--- config.mk ---
export PLATFORM = sky130hd
export DESIGN_NAME = game_state_ctrl
export DESIGN_NICKNAME = d
export VERILOG_FILES = /design/src/rtl/vga_pkg.sv /design/src/rtl/frame_tick_gen.sv /design/src/rtl/game_state_ctrl.sv
export SDC_FILE = /design/constraint.sdc
export NUM_CORES = 1
export LEC_CHECK = 0
export ABC_AREA = 1
export CAP_MARGIN = 20
export CORE_ASPECT_RATIO = 0.8
export CORE_MARGIN = 1.5
export CORE_UTILIZATION = 30
export CTS_CLUSTER_DIAMETER = 100
export DETAILED_ROUTE_END_ITERATION = 10
export GPL_ROUTABILITY_DRIVEN = 0
export PLACE_DENSITY_LB_ADDON = 0.25
export SYNTH_ARGS = -nofsm -noshare
export SYNTH_HDL_FRONTEND = slang
export SYNTH_SLANG_ARGS = --single-unit
--- constraint.sdc ---
create_clock -name clk -period 1.7 [get_ports clk]
set_input_delay 0.34 -clock clk [delete_from_list [all_inputs] [get_ports clk]]
set_output_delay 0.34 -clock clk [all_outputs]
set_load 0.01 [all_outputs]
--- src/rtl/vga_pkg.sv ---
// Shared VGA/game definitions: overlay select code, frame rate and a counter width helper.
package vga_pkg;

  typedef enum logic [1:0] {
    GA_MENU = 2'd0,
    GA_PLAY = 2'd1,
    GA_END  = 2'd2
  } game_active_t;

  localparam int unsigned FRAMES_PER_SEC = 60;

  // At least one bit, so counters for parameters of 1 remain legal.
  function automatic int unsigned cnt_width(input int unsigned n);
    return (n > 1) ? $clog2(n) : 1;
  endfunction

endpackage

--- src/rtl/frame_tick_gen.sv ---
// Turns the vsync level into a registered one-cycle tick on each rising edge.
module frame_tick_gen (
  input  logic clk,
  input  logic rst,
  input  logic vsync,
  output logic tick
);

  logic vsync_q;
  logic tick_q;

  always_ff @(posedge clk) begin
    if (rst) begin
      vsync_q <= 1'b0;
      tick_q  <= 1'b0;
    end else begin
      vsync_q <= vsync;
      tick_q  <= vsync & ~vsync_q;
    end
  end

  assign tick = tick_q;

endmodule

--- src/rtl/game_state_ctrl.sv ---
// Game flow sequencer: menu, world init, play timer, post-outcome freeze and end screen.
// Optional PAUSE_EN macro adds a pause_toggle input and a paused state.
module game_state_ctrl #(
  parameter int unsigned FRAMES_PER_SEC = vga_pkg::FRAMES_PER_SEC,
  parameter int unsigned FREEZE_FRAMES  = 90,
  parameter int unsigned INIT_CYCLES    = 4,
  parameter int unsigned MAX_SECONDS    = 999
) (
  input  logic       clk,
  input  logic       rst,
  input  logic       vsync,
  input  logic       game_start,
  input  logic [1:0] char_class,
  input  logic       player_dead,
  input  logic       boss_dead,
`ifdef PAUSE_EN
  input  logic       pause_toggle,
`endif
  output logic [1:0] game_active,
  output logic       world_reset,
  output logic       freeze,
  output logic       player_won,
  output logic [9:0] play_seconds
);

  import vga_pkg::*;

  localparam int unsigned FrameW  = cnt_width(FRAMES_PER_SEC);
  localparam int unsigned FreezeW = cnt_width(FREEZE_FRAMES);
  localparam int unsigned InitW   = cnt_width(INIT_CYCLES);

  localparam logic [FrameW-1:0]  FrameLast  = FrameW'(FRAMES_PER_SEC - 1);
  localparam logic [FreezeW-1:0] FreezeLast = FreezeW'(FREEZE_FRAMES - 1);
  localparam logic [InitW-1:0]   InitLast   = InitW'(INIT_CYCLES - 1);
  localparam logic [9:0]         SecMax     = 10'(MAX_SECONDS);

  typedef enum logic [2:0] {
    StMenu,
    StInit,
    StPlay,
    StFreeze,
    StEnd,
    StPause
  } state_e;

  state_e             state_q, state_d;
  logic [InitW-1:0]   init_cnt_q, init_cnt_d;
  logic [FrameW-1:0]  frame_cnt_q, frame_cnt_d;
  logic [FreezeW-1:0] freeze_cnt_q, freeze_cnt_d;
  logic [9:0]         seconds_q, seconds_d;
  logic               won_q, won_d;
  game_active_t       ga_q, ga_d;
  logic               world_reset_q, world_reset_d;
  logic               freeze_q, freeze_d;
  logic               frame_tick;

  frame_tick_gen u_frame_tick_gen (
    .clk   (clk),
    .rst   (rst),
    .vsync (vsync),
    .tick  (frame_tick)
  );

  always_comb begin
    state_d      = state_q;
    init_cnt_d   = init_cnt_q;
    frame_cnt_d  = frame_cnt_q;
    freeze_cnt_d = freeze_cnt_q;
    seconds_d    = seconds_q;
    won_d        = won_q;

    case (state_q)
      StMenu: begin
        if (game_start && (char_class != 2'd0)) state_d = StInit;
      end
      StInit: begin
        if (init_cnt_q == InitLast) state_d = StPlay;
        else init_cnt_d = init_cnt_q + 1'b1;
      end
      StPlay: begin
        // Loss wins over a simultaneous boss kill; deaths win over pause.
        if (player_dead) begin
          state_d = StFreeze;
          won_d   = 1'b0;
        end else if (boss_dead) begin
          state_d = StFreeze;
          won_d   = 1'b1;
        end
`ifdef PAUSE_EN
        else if (pause_toggle) begin
          state_d = StPause;
        end
`endif
        if (frame_tick) begin
          if (frame_cnt_q == FrameLast) begin
            frame_cnt_d = '0;
            if (seconds_q < SecMax) seconds_d = seconds_q + 10'd1;
          end else begin
            frame_cnt_d = frame_cnt_q + 1'b1;
          end
        end
      end
      StFreeze: begin
        if (frame_tick) begin
          if (freeze_cnt_q == FreezeLast) state_d = StEnd;
          else freeze_cnt_d = freeze_cnt_q + 1'b1;
        end
      end
      StEnd: begin
        if (game_start) state_d = StInit;
      end
`ifdef PAUSE_EN
      StPause: begin
        if (pause_toggle) state_d = StPlay;
      end
`endif
      default: state_d = StMenu;
    endcase

    if ((state_d == StInit) && (state_q != StInit)) begin
      init_cnt_d  = '0;
      frame_cnt_d = '0;
      seconds_d   = '0;
      won_d       = 1'b0;
    end
    if ((state_d == StFreeze) && (state_q != StFreeze)) freeze_cnt_d = '0;

    // Outputs are registered from the next state so they track state_q exactly.
    case (state_d)
      StMenu:  ga_d = GA_MENU;
      StEnd:   ga_d = GA_END;
      default: ga_d = GA_PLAY;
    endcase
    world_reset_d = (state_d == StInit);
    freeze_d      = (state_d == StFreeze) || (state_d == StPause);
  end

  always_ff @(posedge clk) begin
    if (rst) begin
      state_q       <= StMenu;
      init_cnt_q    <= '0;
      frame_cnt_q   <= '0;
      freeze_cnt_q  <= '0;
      seconds_q     <= '0;
      won_q         <= 1'b0;
      ga_q          <= GA_MENU;
      world_reset_q <= 1'b0;
      freeze_q      <= 1'b0;
    end else begin
      state_q       <= state_d;
      init_cnt_q    <= init_cnt_d;
      frame_cnt_q   <= frame_cnt_d;
      freeze_cnt_q  <= freeze_cnt_d;
      seconds_q     <= seconds_d;
      won_q         <= won_d;
      ga_q          <= ga_d;
      world_reset_q <= world_reset_d;
      freeze_q      <= freeze_d;
    end
  end

  assign game_active  = ga_q;
  assign world_reset  = world_reset_q;
  assign freeze       = freeze_q;
  assign player_won   = won_q;
  assign play_seconds = seconds_q;

endmodule
==> metrics <==
slowest stage delay, CP=between 0.5 and 0.6 ns; cells after synthesis=260; Vias=1653; # IOs=23; CTS tree=done; Fin. Hold Viols=0; CP cell instances=clkdlybuf4s50_1; post-synth top area share=0.386; DRC errors left=0; DR iter-0 viols=65; RSZ-0062 raised after global routing=no; Synth Area in Compound Gates=0.0758; hold buffer count at CTS=0; Reg2Reg Depth=6; DP Cell Count=366; clk_skew=roughly 0.0077 ns; Ys Warns=0; routed vias/inst=4.42; simple-gate portion of the synthesized area=0.377; total track usage=0.125; Sw Ratio=0.226; Crit Reg-Reg Startpoint=frame_cnt_q[0]; internal power=~0.0012 W; Synth Area per Inst=roughly 7 µm²; share of layout cells above drive strength 1=0.106; Mapped Area=roughly 1800 µm²; maximum vdd drop=~0.24 mV; vias in the first global route=1439; Worst-Margin Slew=between 0.3 and 0.4 ns; CP Max Fanout=6; Yosys cell types=26; cts bufs inserted=5; Synth area leader=dfxtp_1; Max Clk Rate=~600 MHz; average wire per standard cell=10.2 µm; total wire length=approximately 3800 µm; first-pass GRT wire length=roughly 6600 µm; critical path class=reg -> out; PwrDens=between 700 and 800 nW/µm²; crit share post-route=0.963; crit start category=flip-flop; Nets=305; Critical Path Sink=play_seconds[2]; Hold Crit Class=reg -> reg; switching pwr=between 0.0003 and 0.0004 W; Clk pin slew, worst setup/hold paths=approximately 0.070 ns; slowest CP cell=clkdlybuf4s50_1; DRT Pass-1 Iters=4; Slew headroom=0.788; Max Slew Vio Count=0; #FFs+latches synth=35; post-route ant nets=0; Crit. Startpoint=play_seconds[2]; Die Wd=90.0 µm; largest family of logic cells by synthesized area=simple AND/OR/NAND/NOR gates; Setup TNS=0 ns; largest net degree at the start of global routing=17; min Tclk post-route=1.64 ns; clk buf depth=2; reg2reg end=play_seconds[4]; Leak=between 0.9 and 1 nW; sequential-to-total area share from yosys stat=0.386; Flop pwr share=0.524; combinational power share=0.054; Mapped Nets=around 270; # H-tree levels=2; # rows=25; critical path depth=1; Area Growth Syn to Fin=24.9%; crit path buf inv count=1; Crit path required time=roughly 1.4 ns; later-pin clock latency in the skew report=roughly 0.29 ns; post-synthesis xor/xnor area fraction=0.0482; critical path's top delay family=buffers and inverters; hpwl dp=about 2800 µm; Non-Filler Instances=around 370; die area=6530 µm²; clock power share=0.423; post-synthesis mux area share=0; R2R Setup Slk=about 0.21 ns; synth top area cells=dfxtp_1, nand2_1, inv_1; Setup-failing EPs final=0; status=complete, no violations; diode count=0; final hold slack=approximately 0.4 ns; maxcap violations=0; initial antenna violation count=0; port bufs=22; Synth Area in Adders=0.0344; root buffer cell=clkbuf_8; grt ovf=0; clock sinks=35; die height=slightly above 70 µm; Initial Utilization=0.309; CORE AREA=5880 µm²; arrival time at the worst endpoint=between 1 and 1.5 ns; crit path capture type=output pin
==> repair_timing <==
action	4_1_cts	5_1_grt
hold endpoints to repair	0	0
buffers inserted	0	0
resized for setup	0	3
setup endpoints to repair	0	3
==> worst register-to-register path: stages (launching register included) <==
cell and delay [ns]:
dfxtp_1 0.37, ha_1 0.23, nand2_1 0.08, nor2_2 0.23, nand3_2 0.25, nand2_1 0.15
a21oi_2 0.06
==> cells in the final DEF (no fill, tap or decap), drive strengths merged <==
| cell type | count |
|---|---|
| a21oi | 25 |
| buf | 4 |
| clkbuf | 7 |
| clkdlybuf4s50 | 22 |
| clkinvlp | 1 |
| dfxtp | 35 |
| ha | 5 |
| inv | 36 |
| nand2 | 89 |
| nand3 | 19 |
| nand3b | 1 |
| nand4 | 10 |
| nor2 | 21 |
| nor3 | 3 |
| nor4 | 1 |
| o21ai | 1 |
| or2 | 3 |
| xnor2 | 3 |
| xor2 | 7 |
==> cells in the mapped netlist (all sizes together) <==
library cell,count
ha,5
xor2,7
a21oi,25
nor3,3
xnor2,3
nor4,1
dfxtp,35
inv,36
nand3b,1
buf,1
nand4,10
or2,3
o21ai,1
nand3,19
nand2,89
nor2,21
==> sequential cells by signal, summed over array words and instances (netlist names) <==
name                      flops
play_seconds                 10
state_q                       3
frame_cnt_q                   6
init_cnt_q                    2
u_frame_tick_gen.vsync_q      1
world_reset                   1
game_active                   2
freeze                        1
freeze_cnt_q                  7
player_won                    1
u_frame_tick_gen.tick         1
==> metrics by stage <==
step / power (W) / setup slack, ns / area, µm² / utilization
after floorplan: 0.000901 / 0.333 / 1820 / -
after global placement: 0.000943 / 0.0772 / 2160 / 0.367
after detailed placement: 0.000944 / 0.0599 / 2160 / 0.367
after CTS: 0.00162 / 0.0205 / 2260 / 0.385
after global routing: 0.00166 / 0.00428 / 2270 / 0.386
final: 0.00160 / 0.0631 / 2270 / 0.386
==> how the worst min path moves through the flow <==
stage                                  to  slack, ns  cells past startpoint                      from
floorplan           u_frame_tick_gen.tick       0.37                      1  u_frame_tick_gen.vsync_q
global placement    u_frame_tick_gen.tick       0.38                      1  u_frame_tick_gen.vsync_q
detailed placement  u_frame_tick_gen.tick       0.40                      1  u_frame_tick_gen.vsync_q
CTS                 u_frame_tick_gen.tick       0.41                      1  u_frame_tick_gen.vsync_q
global route        u_frame_tick_gen.tick       0.42                      1  u_frame_tick_gen.vsync_q
finish              u_frame_tick_gen.tick       0.41                      1  u_frame_tick_gen.vsync_q
==> cell families after synthesis <==
family / Yosys count
simple gates: 147
buf+inv: 37
flops: 35
compound gates: 26
xor+xnor: 10
fa+ha+maj: 5
==> layout make-up <==
class / count / area [µm²]
clock inverter: 1 / 7.51
timing repair buffer: 26 / 250
sequential: 35 / 704
clock buffer: 7 / 96.3
tap: 81 / 101
multi-input combinational: 188 / 973
inverter: 36 / 135
fill: 665 / 3610
==> routing by layer <==
metal | up-vias | wire, µm | track usage
li1 | 891 | - | -
met1 | 732 | 2030 | 0.169
met2 | 24 | 1590 | 0.189
met3 | 6 | 135 | 0.0344
met4 | 0 | 69 | 0.0529
met5 | - | 0 | 0
==> power groups by stage <==
stage	Clock, W	Sequential (W)	Combinational, W
final	0.000676	0.000837	0.0000859
after CTS	0.000700	0.000837	0.0000876
after detailed placement	0	0.000856	0.0000873
after global routing	0.000727	0.000839	0.0000969
after global placement	0	0.000857	0.0000868
after floorplan	0	0.000858	0.0000437
Note: power is estimated with default switching activity, not from simulation.
